## src/rtl/dist_fifo_pkg.sv

```systemverilog
// Shared sizing constants for the 128-deep distributed-RAM FIFO.
package dist_fifo_pkg;

    localparam int unsigned DEPTH  = 128;  // words of RAM storage
    localparam int unsigned ADDR_W = 7;    // RAM128X1D address width
    localparam int unsigned CNT_W  = 8;    // holds 0..128 RAM occupancy

endpackage

```

## src/rtl/RAM128X1D.sv

```systemverilog
// Behavioural model of the RAM128X1D dual-port distributed RAM primitive.
// Synchronous write on WCLK through port A; asynchronous reads on A (SPO) and DPRA (DPO).
// Ports: WCLK, WE, A[6:0], DPRA[6:0], D, SPO, DPO.
module RAM128X1D (
    input  logic       WCLK,
    input  logic       WE,
    input  logic [6:0] A,
    input  logic [6:0] DPRA,
    input  logic       D,
    output logic       SPO,
    output logic       DPO
);

    logic mem [0:127];

    // Write port
    always_ff @(posedge WCLK) begin
        if (WE) begin
            mem[A] <= D;
        end
    end

    // Asynchronous read ports
    assign SPO = mem[A];
    assign DPO = mem[DPRA];

endmodule

```

## src/rtl/dist_ram_fifo_mem.sv

```systemverilog
// FIFO storage: DATA_W columns of RAM128X1D sharing write and read addresses.
// Ports: WCLK, WE, A (write address), DPRA (read address), D (write word), DPO (read word).
module dist_ram_fifo_mem
    import dist_fifo_pkg::*;
#(
    parameter int unsigned DATA_W = 8
) (
    input  logic              WCLK,
    input  logic              WE,
    input  logic [ADDR_W-1:0] A,
    input  logic [ADDR_W-1:0] DPRA,
    input  logic [DATA_W-1:0] D,
    output logic [DATA_W-1:0] DPO
);

    // SPO mirrors the write address and is not needed by the FIFO
    logic [DATA_W-1:0] spo_unused;

    // One single-bit RAM column per data bit
    for (genvar gi = 0; gi < int'(DATA_W); gi++) begin : g_col
        RAM128X1D u_ram (
            .WCLK (WCLK),
            .WE   (WE),
            .A    (A),
            .DPRA (DPRA),
            .D    (D[gi]),
            .SPO  (spo_unused[gi]),
            .DPO  (DPO[gi])
        );
    end

endmodule

```

## src/rtl/dist_ram_fifo_ctrl.sv

```systemverilog
// Single-clock FIFO controller over 128 x DATA_W distributed RAM with a prefetching
// valid/ready output register.
// Ports: CLK, RST (sync, active-high), WR_EN/WR_DATA (producer), FULL/AFULL/OVF (flags),
//        RD_VALID/RD_READY/RD_DATA (consumer), LEVEL (RAM occupancy + output register).
module dist_ram_fifo_ctrl
    import dist_fifo_pkg::*;
#(
    parameter int unsigned DATA_W    = 8,
    parameter int unsigned AFULL_THR = 112
) (
    input  logic              CLK,
    input  logic              RST,
    input  logic              WR_EN,
    input  logic [DATA_W-1:0] WR_DATA,
    output logic              FULL,
    output logic              AFULL,
    output logic              OVF,
    output logic              RD_VALID,
    input  logic              RD_READY,
    output logic [DATA_W-1:0] RD_DATA,
    output logic [7:0]        LEVEL
);

    localparam logic [CNT_W-1:0] FULL_CNT  = CNT_W'(DEPTH);
    localparam logic [CNT_W-1:0] AFULL_CNT = CNT_W'(AFULL_THR);

    logic [ADDR_W-1:0] wr_ptr_q, wr_ptr_d;
    logic [ADDR_W-1:0] rd_ptr_q, rd_ptr_d;
    logic [CNT_W-1:0]  cnt_q, cnt_d;
    logic              full_q, full_d;
    logic              afull_q, afull_d;
    logic              ovf_q, ovf_d;
    logic              rd_valid_q, rd_valid_d;
    logic [DATA_W-1:0] rd_data_q, rd_data_d;

    logic              wr_acc;
    logic              pf;
    logic              pop;
    logic [DATA_W-1:0] dpo;

    dist_ram_fifo_mem #(
        .DATA_W (DATA_W)
    ) u_mem (
        .WCLK (CLK),
        .WE   (wr_acc),
        .A    (wr_ptr_q),
        .DPRA (rd_ptr_q),
        .D    (WR_DATA),
        .DPO  (dpo)
    );

    // Handshakes; prefetch refills the output register whenever it is empty or draining
    assign wr_acc = WR_EN & ~full_q;
    assign pop    = rd_valid_q & RD_READY;
    assign pf     = (cnt_q != '0) & (~rd_valid_q | RD_READY);

    // Next-state for pointers, occupancy, flags and output register
    always_comb begin
        wr_ptr_d   = wr_ptr_q;
        rd_ptr_d   = rd_ptr_q;
        rd_valid_d = rd_valid_q;
        rd_data_d  = rd_data_q;

        if (wr_acc) begin
            wr_ptr_d = wr_ptr_q + ADDR_W'(1);
        end

        if (pf) begin
            rd_ptr_d   = rd_ptr_q + ADDR_W'(1);
            rd_data_d  = dpo;
            rd_valid_d = 1'b1;
        end else if (pop) begin
            rd_valid_d = 1'b0;
        end

        cnt_d   = cnt_q + CNT_W'(wr_acc) - CNT_W'(pf);
        full_d  = (cnt_d == FULL_CNT);
        afull_d = (cnt_d >= AFULL_CNT);
        ovf_d   = WR_EN & full_q;
    end

    // State registers; RAM contents are deliberately left untouched by reset
    always_ff @(posedge CLK) begin
        if (RST) begin
            wr_ptr_q   <= '0;
            rd_ptr_q   <= '0;
            cnt_q      <= '0;
            full_q     <= 1'b0;
            afull_q    <= 1'b0;
            ovf_q      <= 1'b0;
            rd_valid_q <= 1'b0;
            rd_data_q  <= '0;
        end else begin
            wr_ptr_q   <= wr_ptr_d;
            rd_ptr_q   <= rd_ptr_d;
            cnt_q      <= cnt_d;
            full_q     <= full_d;
            afull_q    <= afull_d;
            ovf_q      <= ovf_d;
            rd_valid_q <= rd_valid_d;
            rd_data_q  <= rd_data_d;
        end
    end

    assign FULL     = full_q;
    assign AFULL    = afull_q;
    assign OVF      = ovf_q;
    assign RD_VALID = rd_valid_q;
    assign RD_DATA  = rd_data_q;
    // Max 128 + 1 = 129 fits in 8 bits
    assign LEVEL    = cnt_q + CNT_W'(rd_valid_q);

endmodule

```

## config.mk

```make
export PLATFORM = sky130hd
export DESIGN_NAME = dist_ram_fifo_ctrl
export DESIGN_NICKNAME = d
export VERILOG_FILES = /design/src/rtl/dist_fifo_pkg.sv /design/src/rtl/RAM128X1D.sv /design/src/rtl/dist_ram_fifo_mem.sv /design/src/rtl/dist_ram_fifo_ctrl.sv
export SDC_FILE = /design/constraint.sdc
export NUM_CORES = 1
export LEC_CHECK = 0
export BUFFER_PORTS_ARGS = -buffer_cell sky130_fd_sc_hd__buf_2
export CORE_ASPECT_RATIO = 1.2
export CORE_MARGIN = 2
export CORE_UTILIZATION = 60
export CTS_CLUSTER_SIZE = 24
export DETAILED_ROUTE_END_ITERATION = 6
export PLACE_DENSITY = 0.87
export SYNTH_ARGS = -nofsm -noshare
export SYNTH_HDL_FRONTEND = slang
export SYNTH_SLANG_ARGS = --single-unit
```

## constraint.sdc

```tcl
create_clock -name CLK -period 3.8 [get_ports CLK]
set_input_delay 0.76 -clock CLK [delete_from_list [all_inputs] [get_ports CLK]]
set_output_delay 0.76 -clock CLK [all_outputs]
set_load 0.03 [all_outputs]
```

==> metrics.txt <==
fraction of layout cells with a size suffix above 1 between 20% and 30%; Worst slew margin 23.2%; Synth Area in Simple Gates 3.80%; Final min period 3490 ps; worst hold path depth 3; Vias/cell about 7; mux cell area share after synthesis between 10% and 20%; Worst-Margin Slew roughly 1200 ps; CTS Hold Bufs 0; CTS tree yes; Yosys cell types 75; clk_lat worst skew approximately 670 ps; largest net degree at the start of global routing ~130; PortBufs 31; Final Core Density 67.2%; DRT iter0 DRCs approximately 4k; Routed WL per cell 32.0 microns; CTS root buffer clkbuf_16; crit path DAT slightly above 4000 ps; run status finished, final reports clean; critical-path maximum fanout 5; R2R depth 14; pre-CTS setup slack between 200 and 250 ps; min-delay worst type in -> reg; Reg2Reg Setup Slack about 310 ps; n_diodes 0; RSZ-0062 raised after global routing false; hold-critical path endpoint OVF; via count 23.4k; Num CTS Buffers between 90 and 100; RePlAce Congestion 0.988; critical path launch point type flip-flop; post-synthesis compound-gate area fraction 3.95%; GRT overflow 0; fillers 4018; CTS sink cnt about 1.1k; # setup viols final 0; kind of critical path reg -> reg; Setup Skew roughly 40 ps; CP endpoint kind flip-flop; IO Pins 32; worst path required time approximately 4400 ps; TritonRoute pass-1 iters 7; H-tree depth 3; static leakage power approximately 15 nW; Synth Register Bits between 1k and 1.5k; Netlist Area Pre-Place approximately 42000 sq um; # rows about 110; Reg clk slew, reported paths 70 ps; sequential area share after synthesis 74.3%; FF-to-FF Start cnt_q[4]; reg2reg end FULL; Bufs on Longest Clock Path 3; Async S/R FF share, synth 0%; post-route ant nets 0; number of max-slew violations in the final report 0; total of max-cap violations 0; drc violations 0; Hold Startpoint WR_EN; crit share post-route about nine tenths; vias in the first global route 23.6k; Chip Height 295 microns; first-pass GRT wire length approximately 160 mm; setup TNS 0 ps; Synth Instances between 2k and 2.5k; Die Width about 250 microns; Synth Area in XOR/XNOR less than 1%; core area 69800 sq um; Layout Area Growth over Synthesis 10.7%; Synth Flop Type edfxtp_1; Post-CTS Setup Inserts 0; register area roughly 31000 sq um; syn_area_per_cell 19.1 sq um; DP Wirelength between 60 and 70 mm; GRT Resource Usage Total between 20% and 30%; Fin. Hold Viols 0; full die area approximately 73000 sq um; synth warn 0; PostCTS Resize Cnt 0; initial antenna violation count 0; Net count, final around 2.4k; Routed WL ~110 mm; setup ws final about 310 ps; Initial Util between 60% and 70%; PwrDens 603 nW/um^2; Synth Area in Adders less than 1%; Max Clock Freq around 290 MHz; footprint of the multi-input gates ~9800 sq um; EDFF count, synth slightly above 1k; Peak VDD IR 545 uV; Post-Syn Nets 2254; largest family of logic cells by synthesized area multiplexers
-- synthesized netlist by cell type (4+ instances only) --
master        n  area (sq um)
buf_2        29           145
buf_4        21           158
ha_1         20           250
inv_1        11          41.3
o21ai_1       6          30.0
nand2_1      58           218
a21oi_1      31           155
mux2_2       14           158
o21ai_0      26           130
edfxtp_1   1024         30700
mux2i_1     234          2340
a2111oi_0     6          52.6
o211ai_1      7          52.6
buf_8         6          90.1
dfxtp_1      34           681
nor2_1      179           672
o221ai_1     14           123
xor2_1        7          61.3
buf_12        7           140
o22ai_1      39           244
nor3_1        5          25.0
a22oi_1      41           308
nand3_1      34           170
nor2b_1      19           119
buf_6        30           338
nand4_1      11          68.8
mux4_2      146          3290
mux4_1       12           315
clkbuf_1     30           113
a2111oi_2    10           150
a211oi_1      5          37.5
and2_1        4          25.0
nand2b_1     12          75.1
a221oi_1     12           105
xnor2_1      14           123
a31oi_1       4          25.0
-- where the power goes --
part	total (mW)	internal [mW]	switching [mW]
logic	5.40	2.26	3.14
registers	13.2	12.9	0.299
clock network	9.67	5.47	4.20
total	28.3	20.6	7.64
-- cell families (layout without fill, tap and decap cells) --
kind of cell / after synthesis / after routing
buffers and inverters: 139 / 340
flip-flops: 1058 / 1058
XOR/XNOR: 21 / 21
adder cells (fa/ha/maj): 21 / 21
multiplexers: 406 / 406
AO/OA/AOI/OAI: 227 / 227
AND/OR/NAND/NOR: 349 / 349
-- stage by stage --
stage                     area, sq um  hold WS [ps]  instances  power (mW)
after floorplan                 42300           527       2221        17.3
final                           46900           337       3340        28.3
after global placement          43800           466       3168        18.4
after detailed placement        43800           490       3168        18.6
after CTS                       46900           325       3340        28.2
after global routing            46900           341       3340        28.9
-- cell usage in the layout (no fill, tap or decap), types with 6 or more instances in the layout --
cell type / count
clkinv_1: 23
mux4_2: 146
a21oi_1: 31
mux2i_1: 234
a221oi_1: 12
clkbuf_16: 95
o22ai_1: 39
nand2_1: 58
mux2_2: 14
a2111oi_2: 10
a22oi_1: 41
o211ai_1: 7
inv_1: 11
buf_12: 15
buf_4: 117
nand4_1: 11
buf_2: 23
bufinv_16: 13
nand3_1: 34
edfxtp_1: 1024
clkbuf_1: 11
o21ai_1: 6
xor2_1: 7
ha_1: 20
o221ai_1: 14
dfxtp_1: 30
nor2_1: 179
mux4_1: 12
xnor2_1: 14
nand2b_1: 12
o21ai_0: 26
clkinv_2: 23
a2111oi_0: 6
nor2b_1: 19
-- layout make-up --
class	count	area share (%)
flip-flops and latches	1058	67.1
clock inverters	66	1.43
well taps	918	2.45
multi-input cells	1024	21.0
repair buffers	155	2.76
inverters	13	0.104
clock buffers	106	5.16
-- per-layer routing --
layer / vias to the layer above / global-route usage, % / share of wire, %
met4: 0 / 17.0 / 6.9
li1: 9207 / - / -
met2: 2006 / 48.6 / 49
met5: - / 0 / 0
met1: 11700 / 36.4 / 32
met3: 490 / 7.38 / 12
-- how the worst max path moves through the flow --
stage / cells after the start / to / start / slack [ps]
after detailed placement: 13 / FULL / WR_EN / 220
final: 14 / FULL / cnt_q[4] / 310
after global routing: 14 / FULL / cnt_q[2] / 80
after global placement: 13 / FULL / WR_EN / 360
after floorplan: 14 / FULL / RD_READY / 300
after CTS: 14 / FULL / cnt_q[2] / 360
-- registers in the layout, indices dropped and copies added, names as in the netlist --
register and count:
u_mem.g_col.u_ram.mem 1024, RD_DATA 8, cnt_q 8, rd_ptr_q 7, wr_ptr_q 7, AFULL 1
FULL 1, OVF 1, RD_VALID 1
-- worst max-delay path, cell delays in order (launching register included) --
cell	delay, ps
dfxtp_1	370
inv_1	100
ha_1	140
nand3_1	120
o31a_1	290
ha_1	280
inv_1	40
ha_1	200
fa_1	410
a21oi_1	160
o21bai_1	150
a2111o_1	470
o311ai_0	200
nand4_1	180
nor4b_1	270
No activity file was read; power rests on OpenSTA's default activity.
